File: config.mk
export PLATFORM = sky130hd
export DESIGN_NAME = soc_uart_boot
export DESIGN_NICKNAME = d
export VERILOG_FILES = /design/src/rtl/soc_boot_pkg.sv /design/src/rtl/soc_uart_boot_rx.sv /design/src/rtl/soc_uart_boot.sv
export SDC_FILE = /design/constraint.sdc
export NUM_CORES = 1
export LEC_CHECK = 0
export CORE_ASPECT_RATIO = 0.6
export CORE_MARGIN = 3
export CORE_UTILIZATION = 35
export CTS_CLUSTER_SIZE = 14
export DETAILED_ROUTE_END_ITERATION = 8
export PLACE_DENSITY = 0.57
export SLEW_MARGIN = 30
export SYNTH_ARGS = -nofsm -noshare
export SYNTH_HDL_FRONTEND = slang
export SYNTH_SLANG_ARGS = --single-unit
File: constraint.sdc
create_clock -name clk -period 7.05 [get_ports clk]
set_input_delay 1.41 -clock clk [delete_from_list [all_inputs] [get_ports clk]]
set_output_delay 1.41 -clock clk [all_outputs]
set_load 0.01 [all_outputs]
File: src/rtl/soc_boot_pkg.sv
// Shared definitions for the UART boot loader: FSM state encoding, default
// frame start byte and the byte offsets of the frame header fields.
package soc_boot_pkg;

  typedef enum logic [2:0] {
    WAIT_MAGIC = 3'd0,
    LEN0       = 3'd1,
    LEN1       = 3'd2,
    DATA       = 3'd3,
    WRITE      = 3'd4,
    CHK        = 3'd5,
    DONE       = 3'd6
  } boot_state_t;

  localparam logic [7:0] MAGIC_DEFAULT = 8'hA5;

  // Frame layout: MAGIC, LEN_LO, LEN_HI, LEN*4 data bytes, CHK
  localparam int OFS_MAGIC      = 0;
  localparam int OFS_LEN_LO     = 1;
  localparam int OFS_LEN_HI     = 2;
  localparam int OFS_DATA       = 3;
  localparam int BYTES_PER_WORD = 4;

endpackage

File: src/rtl/soc_uart_boot_rx.sv
// UART byte receiver: 2-flop synchronizer, mid-bit sampling, stop-bit check.
// byte_vld and frame_err are single-cycle pulses.
//
// state    | meaning
// RX_IDLE  | line idle, waiting for a falling edge
// RX_START | timing to the middle of the start bit, reject glitches
// RX_BITS  | sampling 8 data bits LSB first, one per bit period
// RX_STOP  | sampling the stop bit, emit byte or framing error
module soc_uart_boot_rx
  import soc_boot_pkg::*;
#(
  parameter int CLKS_PER_BIT = 104
) (
  input  logic       clk,
  input  logic       reset,
  input  logic       rx,
  output logic [7:0] rx_byte,
  output logic       byte_vld,
  output logic       frame_err
);

  localparam int CNT_W = $clog2(CLKS_PER_BIT + 1);
  localparam logic [CNT_W-1:0] HALF_TC = CNT_W'(CLKS_PER_BIT / 2 - 1);
  localparam logic [CNT_W-1:0] BIT_TC  = CNT_W'(CLKS_PER_BIT - 1);

  typedef enum logic [1:0] {RX_IDLE, RX_START, RX_BITS, RX_STOP} rx_state_t;

  rx_state_t        state, state_n;
  logic [CNT_W-1:0] cnt, cnt_n;
  logic [2:0]       bit_idx, bit_idx_n;
  logic [7:0]       shreg, shreg_n;
  logic [7:0]       rx_byte_n;
  logic             byte_vld_n, frame_err_n;
  logic             rx_meta, rx_s;

  // Bring the asynchronous line into the clk domain
  always_ff @(posedge clk) begin
    if (reset) begin
      rx_meta <= 1'b1;
      rx_s    <= 1'b1;
    end else begin
      rx_meta <= rx;
      rx_s    <= rx_meta;
    end
  end

  // Receiver state and datapath registers
  always_ff @(posedge clk) begin
    if (reset) begin
      state     <= RX_IDLE;
      cnt       <= '0;
      bit_idx   <= '0;
      shreg     <= '0;
      rx_byte   <= '0;
      byte_vld  <= 1'b0;
      frame_err <= 1'b0;
    end else begin
      state     <= state_n;
      cnt       <= cnt_n;
      bit_idx   <= bit_idx_n;
      shreg     <= shreg_n;
      rx_byte   <= rx_byte_n;
      byte_vld  <= byte_vld_n;
      frame_err <= frame_err_n;
    end
  end

  // Bit timing: down-counter reloaded each bit, sample on terminal count
  always_comb begin
    state_n     = state;
    cnt_n       = cnt;
    bit_idx_n   = bit_idx;
    shreg_n     = shreg;
    rx_byte_n   = rx_byte;
    byte_vld_n  = 1'b0;
    frame_err_n = 1'b0;
    unique case (state)
      RX_IDLE: begin
        if (!rx_s) begin
          state_n = RX_START;
          cnt_n   = HALF_TC;
        end
      end
      RX_START: begin
        if (cnt != '0) begin
          cnt_n = cnt - 1'b1;
        end else if (!rx_s) begin
          state_n   = RX_BITS;
          cnt_n     = BIT_TC;
          bit_idx_n = '0;
        end else begin
          state_n = RX_IDLE;
        end
      end
      RX_BITS: begin
        if (cnt != '0) begin
          cnt_n = cnt - 1'b1;
        end else begin
          shreg_n = {rx_s, shreg[7:1]};
          cnt_n   = BIT_TC;
          if (bit_idx == 3'd7) state_n = RX_STOP;
          else                 bit_idx_n = bit_idx + 1'b1;
        end
      end
      RX_STOP: begin
        if (cnt != '0) begin
          cnt_n = cnt - 1'b1;
        end else begin
          state_n = RX_IDLE;
          if (rx_s) begin
            byte_vld_n = 1'b1;
            rx_byte_n  = shreg;
          end else begin
            frame_err_n = 1'b1;
          end
        end
      end
      default: state_n = RX_IDLE;
    endcase
  end

endmodule

File: src/rtl/soc_uart_boot.sv
// UART boot loader. Receives MAGIC, LEN_LO, LEN_HI, LEN little-endian words
// and a CHK byte, writes the words into BRAM over the stb/ack bus, then
// releases the CPU. Optional macro BOOT_CHKSUM_EN enables CHK comparison
// against the XOR of all LEN and data bytes; without it CHK is just consumed.
//
// state      | meaning
// WAIT_MAGIC | idle, timeout running, hunting for the start byte
// LEN0       | expecting the length low byte
// LEN1       | expecting the length high byte, range check
// DATA       | assembling the next 32-bit word
// WRITE      | word issued on the bus, waiting for ack
// CHK        | expecting the checksum byte
// DONE       | CPU released, terminal until reset
module soc_uart_boot
  import soc_boot_pkg::*;
#(
  parameter int         CLKS_PER_BIT   = 104,
  parameter int         ADDR_WIDTH     = 12,
  parameter int         TIMEOUT_CYCLES = 12000000,
  parameter logic [7:0] MAGIC          = MAGIC_DEFAULT
) (
  input  logic        clk,
  input  logic        reset,
  input  logic        rx,
  output logic        stb,
  input  logic        ack,
  output logic        rw,
  output logic [31:0] addr,
  output logic [31:0] dtw,
  output logic        cpu_hold,
  output logic        done,
  output logic        err
);

  localparam int WA_W  = ADDR_WIDTH - 2;
  localparam int TMO_W = $clog2(TIMEOUT_CYCLES + 1);
  localparam logic [TMO_W-1:0] TMO_TC    = TMO_W'(TIMEOUT_CYCLES - 1);
  localparam logic [16:0]      MAX_WORDS = 17'(1 << WA_W);

  logic [7:0]  rx_byte;
  logic        byte_vld, frame_err;

  boot_state_t state, state_n;
  logic [TMO_W-1:0] tmo_cnt, tmo_cnt_n;
  logic [7:0]  len_lo, len_lo_n;
  logic [15:0] words_left, words_left_n;
  logic [1:0]  byte_idx, byte_idx_n;
  logic [WA_W-1:0] word_addr, word_addr_n;
  logic [31:0] dtw_n;
  logic        stb_n, rw_n, cpu_hold_n, done_n, err_n;
  logic [7:0]  hold, hold_n;
  logic        hold_vld, hold_vld_n;
`ifdef BOOT_CHKSUM_EN
  logic [7:0]  chk_acc, chk_n;
`endif

  logic        in_vld;
  logic [7:0]  in_byte;
  logic [15:0] len_full;

  // A held byte always goes first so byte order is preserved after a write
  assign in_vld   = hold_vld | byte_vld;
  assign in_byte  = hold_vld ? hold : rx_byte;
  assign len_full = {in_byte, len_lo};
  assign addr     = {{(32-ADDR_WIDTH){1'b0}}, word_addr, 2'b00};

  soc_uart_boot_rx #(
    .CLKS_PER_BIT (CLKS_PER_BIT)
  ) u_rx (
    .clk       (clk),
    .reset     (reset),
    .rx        (rx),
    .rx_byte   (rx_byte),
    .byte_vld  (byte_vld),
    .frame_err (frame_err)
  );

  // State and registered outputs
  always_ff @(posedge clk) begin
    if (reset) begin
      state      <= WAIT_MAGIC;
      tmo_cnt    <= '0;
      len_lo     <= '0;
      words_left <= '0;
      byte_idx   <= '0;
      word_addr  <= '0;
      dtw        <= '0;
      stb        <= 1'b0;
      rw         <= 1'b0;
      cpu_hold   <= 1'b1;
      done       <= 1'b0;
      err        <= 1'b0;
      hold       <= '0;
      hold_vld   <= 1'b0;
`ifdef BOOT_CHKSUM_EN
      chk_acc    <= '0;
`endif
    end else begin
      state      <= state_n;
      tmo_cnt    <= tmo_cnt_n;
      len_lo     <= len_lo_n;
      words_left <= words_left_n;
      byte_idx   <= byte_idx_n;
      word_addr  <= word_addr_n;
      dtw        <= dtw_n;
      stb        <= stb_n;
      rw         <= rw_n;
      cpu_hold   <= cpu_hold_n;
      done       <= done_n;
      err        <= err_n;
      hold       <= hold_n;
      hold_vld   <= hold_vld_n;
`ifdef BOOT_CHKSUM_EN
      chk_acc    <= chk_n;
`endif
    end
  end

  // Frame sequencing, bus handshake and error handling
  always_comb begin
    state_n      = state;
    tmo_cnt_n    = tmo_cnt;
    len_lo_n     = len_lo;
    words_left_n = words_left;
    byte_idx_n   = byte_idx;
    word_addr_n  = word_addr;
    dtw_n        = dtw;
    stb_n        = 1'b0;
    rw_n         = rw;
    cpu_hold_n   = cpu_hold;
    done_n       = done;
    err_n        = err;
    hold_n       = hold;
    hold_vld_n   = hold_vld;

    // Outside WRITE the holding register drains one byte per cycle
    if (state != WRITE) begin
      hold_vld_n = hold_vld & byte_vld;
      if (hold_vld & byte_vld) hold_n = rx_byte;
    end

    unique case (state)
      WAIT_MAGIC: begin
        if (in_vld && in_byte == MAGIC) begin
          err_n       = 1'b0;
          tmo_cnt_n   = '0;
          word_addr_n = '0;
          state_n     = LEN0;
        end else if (tmo_cnt == TMO_TC) begin
          state_n    = DONE;
          done_n     = 1'b1;
          cpu_hold_n = 1'b0;
        end else begin
          tmo_cnt_n = tmo_cnt + 1'b1;
        end
      end
      LEN0: begin
        if (in_vld) begin
          len_lo_n = in_byte;
          state_n  = LEN1;
        end
      end
      LEN1: begin
        if (in_vld) begin
          if (len_full == 16'd0) begin
            state_n = CHK;
          end else if ({1'b0, len_full} > MAX_WORDS) begin
            err_n       = 1'b1;
            word_addr_n = '0;
            state_n     = WAIT_MAGIC;
          end else begin
            words_left_n = len_full;
            byte_idx_n   = '0;
            state_n      = DATA;
          end
        end
      end
      DATA: begin
        if (in_vld) begin
          dtw_n[{byte_idx, 3'b000} +: 8] = in_byte;
          byte_idx_n = byte_idx + 1'b1;
          if (byte_idx == 2'd3) begin
            stb_n   = 1'b1;
            rw_n    = 1'b1;
            state_n = WRITE;
          end
        end
      end
      WRITE: begin
        if (byte_vld && hold_vld) begin
          err_n       = 1'b1;
          rw_n        = 1'b0;
          hold_vld_n  = 1'b0;
          word_addr_n = '0;
          state_n     = WAIT_MAGIC;
        end else begin
          if (byte_vld) begin
            hold_n     = rx_byte;
            hold_vld_n = 1'b1;
          end
          if (ack) begin
            rw_n         = 1'b0;
            word_addr_n  = word_addr + 1'b1;
            words_left_n = words_left - 16'd1;
            byte_idx_n   = '0;
            state_n      = (words_left == 16'd1) ? CHK : DATA;
          end
        end
      end
      CHK: begin
        if (in_vld) begin
`ifdef BOOT_CHKSUM_EN
          if (in_byte == chk_acc) begin
            state_n    = DONE;
            done_n     = 1'b1;
            cpu_hold_n = 1'b0;
          end else begin
            err_n       = 1'b1;
            word_addr_n = '0;
            state_n     = WAIT_MAGIC;
          end
`else
          state_n    = DONE;
          done_n     = 1'b1;
          cpu_hold_n = 1'b0;
`endif
        end
      end
      DONE: begin
        hold_vld_n = 1'b0;
      end
      default: state_n = WAIT_MAGIC;
    endcase

`ifdef BOOT_CHKSUM_EN
    // Running XOR over LEN and data bytes; held at zero between frames
    chk_n = chk_acc;
    if (state == WAIT_MAGIC)
      chk_n = '0;
    else if (in_vld && (state == LEN0 || state == LEN1 || state == DATA))
      chk_n = chk_acc ^ in_byte;
`endif

    // A bad stop bit aborts the frame from any state except DONE
    if (frame_err && state != DONE) begin
      err_n       = 1'b1;
      rw_n        = 1'b0;
      stb_n       = 1'b0;
      hold_vld_n  = 1'b0;
      word_addr_n = '0;
      state_n     = WAIT_MAGIC;
    end
  end

endmodule

After elaboration in Yosys (flattened, before gate mapping)
Cells that the tools add are included.
{"block": "word_totals", "out_inout_bits": 69, "ff_bits": 141, "elab_cells": 205, "in_bits": 4}
{"block": "op_classes", "bitwise_logic": 7, "n_eq_ne": 46, "order_cmp": 1, "n_mux": 87, "addsub": 7, "n_shift": 2, "n_reduce_logical": 32}
{"operator": "$mux W16", "n": 5}
{"operator": "$mux W10", "n": 6}
{"operator": "$mux W24", "n": 2}
{"operator": "$mux W8", "n": 6}
{"operator": "$mux W3", "n": 15}
{"operator": "$ne A2 B2 Y1 const B", "n": 20}
{"operator": "$mux W7", "n": 5}
{"operator": "$bwmux W32", "n": 1}
{"operator": "$pmux W16 S2", "n": 1}
{"operator": "$shift A8 B7 Y32 const A", "n": 1}
{"operator": "$shiftx A8 B7 Y32", "n": 1}
{"operator": "$ne A3 B3 Y1 const B", "n": 10}
{"operator": "$pmux W10 S3", "n": 1}
{"operator": "$pmux W7 S4", "n": 1}
{"operator": "$mux W2", "n": 13}
{"operator": "$add A24 B1 Y24 const B", "n": 1}
{"operator": "$eq A24 B24 Y1 const B", "n": 1}
{"operator": "$mux W1", "n": 22}
{"operator": "$pmux W3 S7", "n": 1}
{"operator": "$reduce_and A6 Y1", "n": 3}
{"operator": "$eq A16 B1 Y1 const B", "n": 1}
{"operator": "$gt A16 B11 Y1 const B", "n": 1}
{"operator": "$logic_not A16 Y1", "n": 1}
{"operator": "$sub A16 B1 Y16 const B", "n": 1}
{"operator": "36 further kinds", "n": 62}

Logic depth before layout (Yosys ltp)
{"block": "logic_depth", "depth_word": 7, "mapped_depth": 10}

Hierarchy
From an unflattened synthesis, not the netlist that was laid out.
{"block": "unflattened", "cells_unflattened": 875, "hier_area_um2": 7254.5}
{"module": "soc_uart_boot", "cells_per_inst": 691, "n_inst": 1, "area_each_um2": 5647.9}
{"module": "soc_uart_boot_rx", "cells_per_inst": 184, "n_inst": 1, "area_each_um2": 1606.5}

Worst setup path before layout
OpenSTA, ideal clock, no wires.
{"block": "synth_path", "path_kind": "input to register", "from": "in ack", "to": "reg word_addr[6]", "path_stages": 5, "t_arrival_ns": 2.623, "setup_ns": 0.070, "n_path_buf": 0, "setup_slack_ns": 4.357, "path_cell_list": "a21bo_2 -> nor2_1 -> nand3_1 -> or3b_2 -> a21oi_1"}
{"block": "synth_between", "elab_chain_cells": 2}
{"element": "start, declared", "line_no": "soc_uart_boot.sv:26", "source": "input logic ack,"}
{"element": "$ne A3 B3 Y1 (no line)"}
{"element": "$reduce_and A6 Y1 (no line)"}
{"element": "end signal, assigned", "line_no": "soc_uart_boot.sv:104", "source": "word_addr <= word_addr_n;"}
{"element": "end, declared", "line_no": "soc_uart_boot.sv:48", "source": "logic [WA_W-1:0] word_addr, word_addr_n;"}
Every way passes these cells.
A chain may end at the register's enable or synchronous reset.

Worst setup path after layout
{"block": "layout_path", "from": "in ack", "to": "reg byte_idx[0]"}
{"block": "layout_between", "elab_chain_cells": 2}
{"element": "$ne A2 B2 Y1 (no line)"}
{"element": "$reduce_and A7 Y1 (no line)"}
{"element": "end signal, assigned", "line_no": "soc_uart_boot.sv:103", "source": "byte_idx <= byte_idx_n;"}
{"element": "end, declared", "line_no": "soc_uart_boot.sv:47", "source": "logic [1:0] byte_idx, byte_idx_n;"}
Every way passes these cells.

==> reports/qor.txt <==
Worst slew margin = 35.8%
CP Launch Type = input port
most frequent cells in the layout = dfxtp_1 (141), nor2_1 (115), a21oi_1 (90)
Synth warnings = 0
setup repair bufs after CTS = 0
IO Count = 73
crit path DAT = 3.58 ns
Finished Cell Area = 8360 um2
Largest stage delay, worst path = 0.53 ns
Via density = 5.39
slowest library cell on the worst path = clkdlybuf4s50_1
DRT antenna net count = 0
total global routing overflow = 0
Syn Inst Count = 896
crit path time final = 3.29 ns
sw frac = 26.4%
H-tree depth = 4
Die Ht = 117 um
routed vias = 6474
Tightest Hold Check Type = reg -> reg
share of cells above drive strength 1 = 7.48%
post-cts sizing count = 0
flops & latches, synth = 141
CP Max Fanout = 8
synthesis-to-layout area growth = 16.9%
status = complete, no violations
Leak Pwr = 2.91 nW
Clock Power Share = 47.6%
area occupied by registers = 2820 um2
Total Routing Usage GR = 17.5%
Synth cell types = 65
Worst Skew = 0.0110 ns
pin count of the biggest net entering global routing = 75
drt first pass iters = 5
Flop pwr share = 45.5%
Comb pwr share = 7.0%
RSZ-0062 raised after global routing = false
CP dominant cell by count = nor2_1
max cap viols = 0
pwr dens = 215 nW/um2
clock root buffer master = clkbuf_16
DP Wirelength = 13.2 mm
Mapped Area = 7160 um2
clk buf depth = 2
DR iter-0 viols = 557
Worst-path clk slew = 0.06 ns
placed inst area = 7790 um2
fillers = 2002
placement row count = 39
Die Span X = 191 um
area of the multi-input gates = 4020 um2
initial core utilization = 36.7%
Synth Flop Type = dfxtp_1
Clk Latency, worst-skew pair = 0.43 ns
core area = 19500 um2
I/O Buffers = 50
worst vdd ir = 163 uV
f_max = 304 MHz
Sink Count = 141
initial antenna violation count = 0
Power Total = 1.80 mW
first-pass GRT wire length = 31.1 mm
fin crit share = 46.6%
die area = 22300 um2
Final Net Count = 945
Post-synth ARST share = 0%
wirelength, routed = 19.2 mm
Slew @ Worst Pin = 0.936 ns
Hold Buf Count CTS = 0
Setup crit end kind = register
Switch Pwr = 0.474 mW
sequential area share after synthesis = 39.4%
Final Setup Violations = 0
Int Pwr = 1.32 mW
EDFF count, synth = 0
final hold viol count = 0
vias in the first global route = 5715
wire per inst = 15.9 um
Antenna Cells = 0
Final Slew Violations = 0
Setup TNS = 0 ns
DRC = 0
CTS tree = yes
Crit Path Class = in -> reg
Non-Filler Instances = 1202
dpl cells = 1170
Num CTS Buffers = 17
Final GP Congestion = 0.892
critical path, cell by cell = clkdlybuf4s50_1, a21bo_2, nor2_1, o21ai_0, o31ai_1, o21a_1, nor2_1
worst path required time = 7.34 ns
most common cell after layout, fill and taps aside = dfxtp_1
Avg Cell Area, Syn = 7.99 um2
==> metrics by stage <==
stage	hold WS, ns	setup WS [ns]	utilization, %
floorplan	0.389	4.36	-
global placement	0.403	3.46	39.8
detailed placement	0.403	3.43	39.9
CTS	0.419	3.83	42.8
global route	0.428	3.63	42.9
finish	0.416	3.76	42.9
==> flip-flops by register name, summed over array words and instances (netlist names), 2 cells and up, named ones only <==
signal	cells
len_lo	8
dtw	32
word_addr	10
byte_idx	2
tmo_cnt	24
words_left	16
u_rx.bit_idx	3
u_rx.rx_byte	8
state	3
u_rx.shreg	8
u_rx.cnt	7
==> synthesized netlist by cell type (all sizes together), types with 11 or more instances <==
cell | instances | area share, %
inv | 20 | 1.0
nand3 | 35 | 2.4
nor2 | 115 | 6.0
dfxtp | 141 | 39
a21oi | 90 | 6.3
nand2 | 74 | 3.9
nor4 | 12 | 1.1
nor3 | 54 | 3.9
ha | 18 | 3.1
clkbuf | 40 | 2.1
buf | 31 | 2.9
a22oi | 12 | 1.3
or3 | 16 | 1.4
o21ai | 39 | 2.8
mux2i | 26 | 3.6
a31oi | 13 | 1.1
a211oi | 21 | 2.2
and3 | 11 | 0.96
==> routing by layer <==
layer  wire, um  up-vias  track usage, %
met5          0        -               0
met4        159        0            4.25
met3       1170       13            4.61
met2       6830      167            21.5
met1      11000     3022            28.9
li1           -     3272               -
==> power groups by stage <==
stage / clock, mW / combinational (mW) / sequential, mW
after floorplan: 0 / 0.110 / 0.832
after global placement: 0 / 0.121 / 0.835
after detailed placement: 0 / 0.122 / 0.835
after CTS: 0.877 / 0.122 / 0.817
after global routing: 0.911 / 0.143 / 0.819
final: 0.855 / 0.126 / 0.818
==> worst max-delay path: cells and delay by family <==
family | cells | cell delay [ns]
compound gates | 4 | 1.10
simple gates | 2 | 0.55
buf+inv | 1 | 0.53
==> area by class of cell <==
class / count / area share [%]
multi-input cells: 685 / 48.0
clock inverters: 13 / 1.29
inverters: 20 / 0.898
flip-flops and latches: 141 / 33.7
repair buffers: 58 / 6.67
clock buffers: 19 / 5.42
well taps: 266 / 3.98
==> worst paths after layout <==
path	from	endpoint	slack (ns)	cells after the start
worst max-delay path	ack	byte_idx[0]$_SDFFE_PP0P_	3.76	7
worst min register to register	u_rx.rx_meta$_SDFF_PP1_	u_rx.rx_s$_SDFF_PP1_	0.42	1
worst max register to register	hold_vld$_SDFF_PP0_	words_left[0]$_SDFFE_PP0P_	3.98	7
worst min-delay path	u_rx.rx_meta$_SDFF_PP1_	u_rx.rx_s$_SDFF_PP1_	0.42	1
==> cell families (layout without fill, tap and decap cells) <==
logic type               Yosys count  after routing  share of synthesized area (%)
flip-flops                       141            141                           39.4
other                              1             22                         0.0524
buffers and inverters             91            110                           6.03
multiplexers                      30             30                           4.26
AND/OR/NAND/NOR                  385            385                           26.9
AO/OA/AOI/OAI                    221            221                           19.1
adder cells (fa/ha/maj)           18             18                           3.15
XOR/XNOR                           9              9                           1.10
Note: power is estimated with default switching activity, not from simulation.
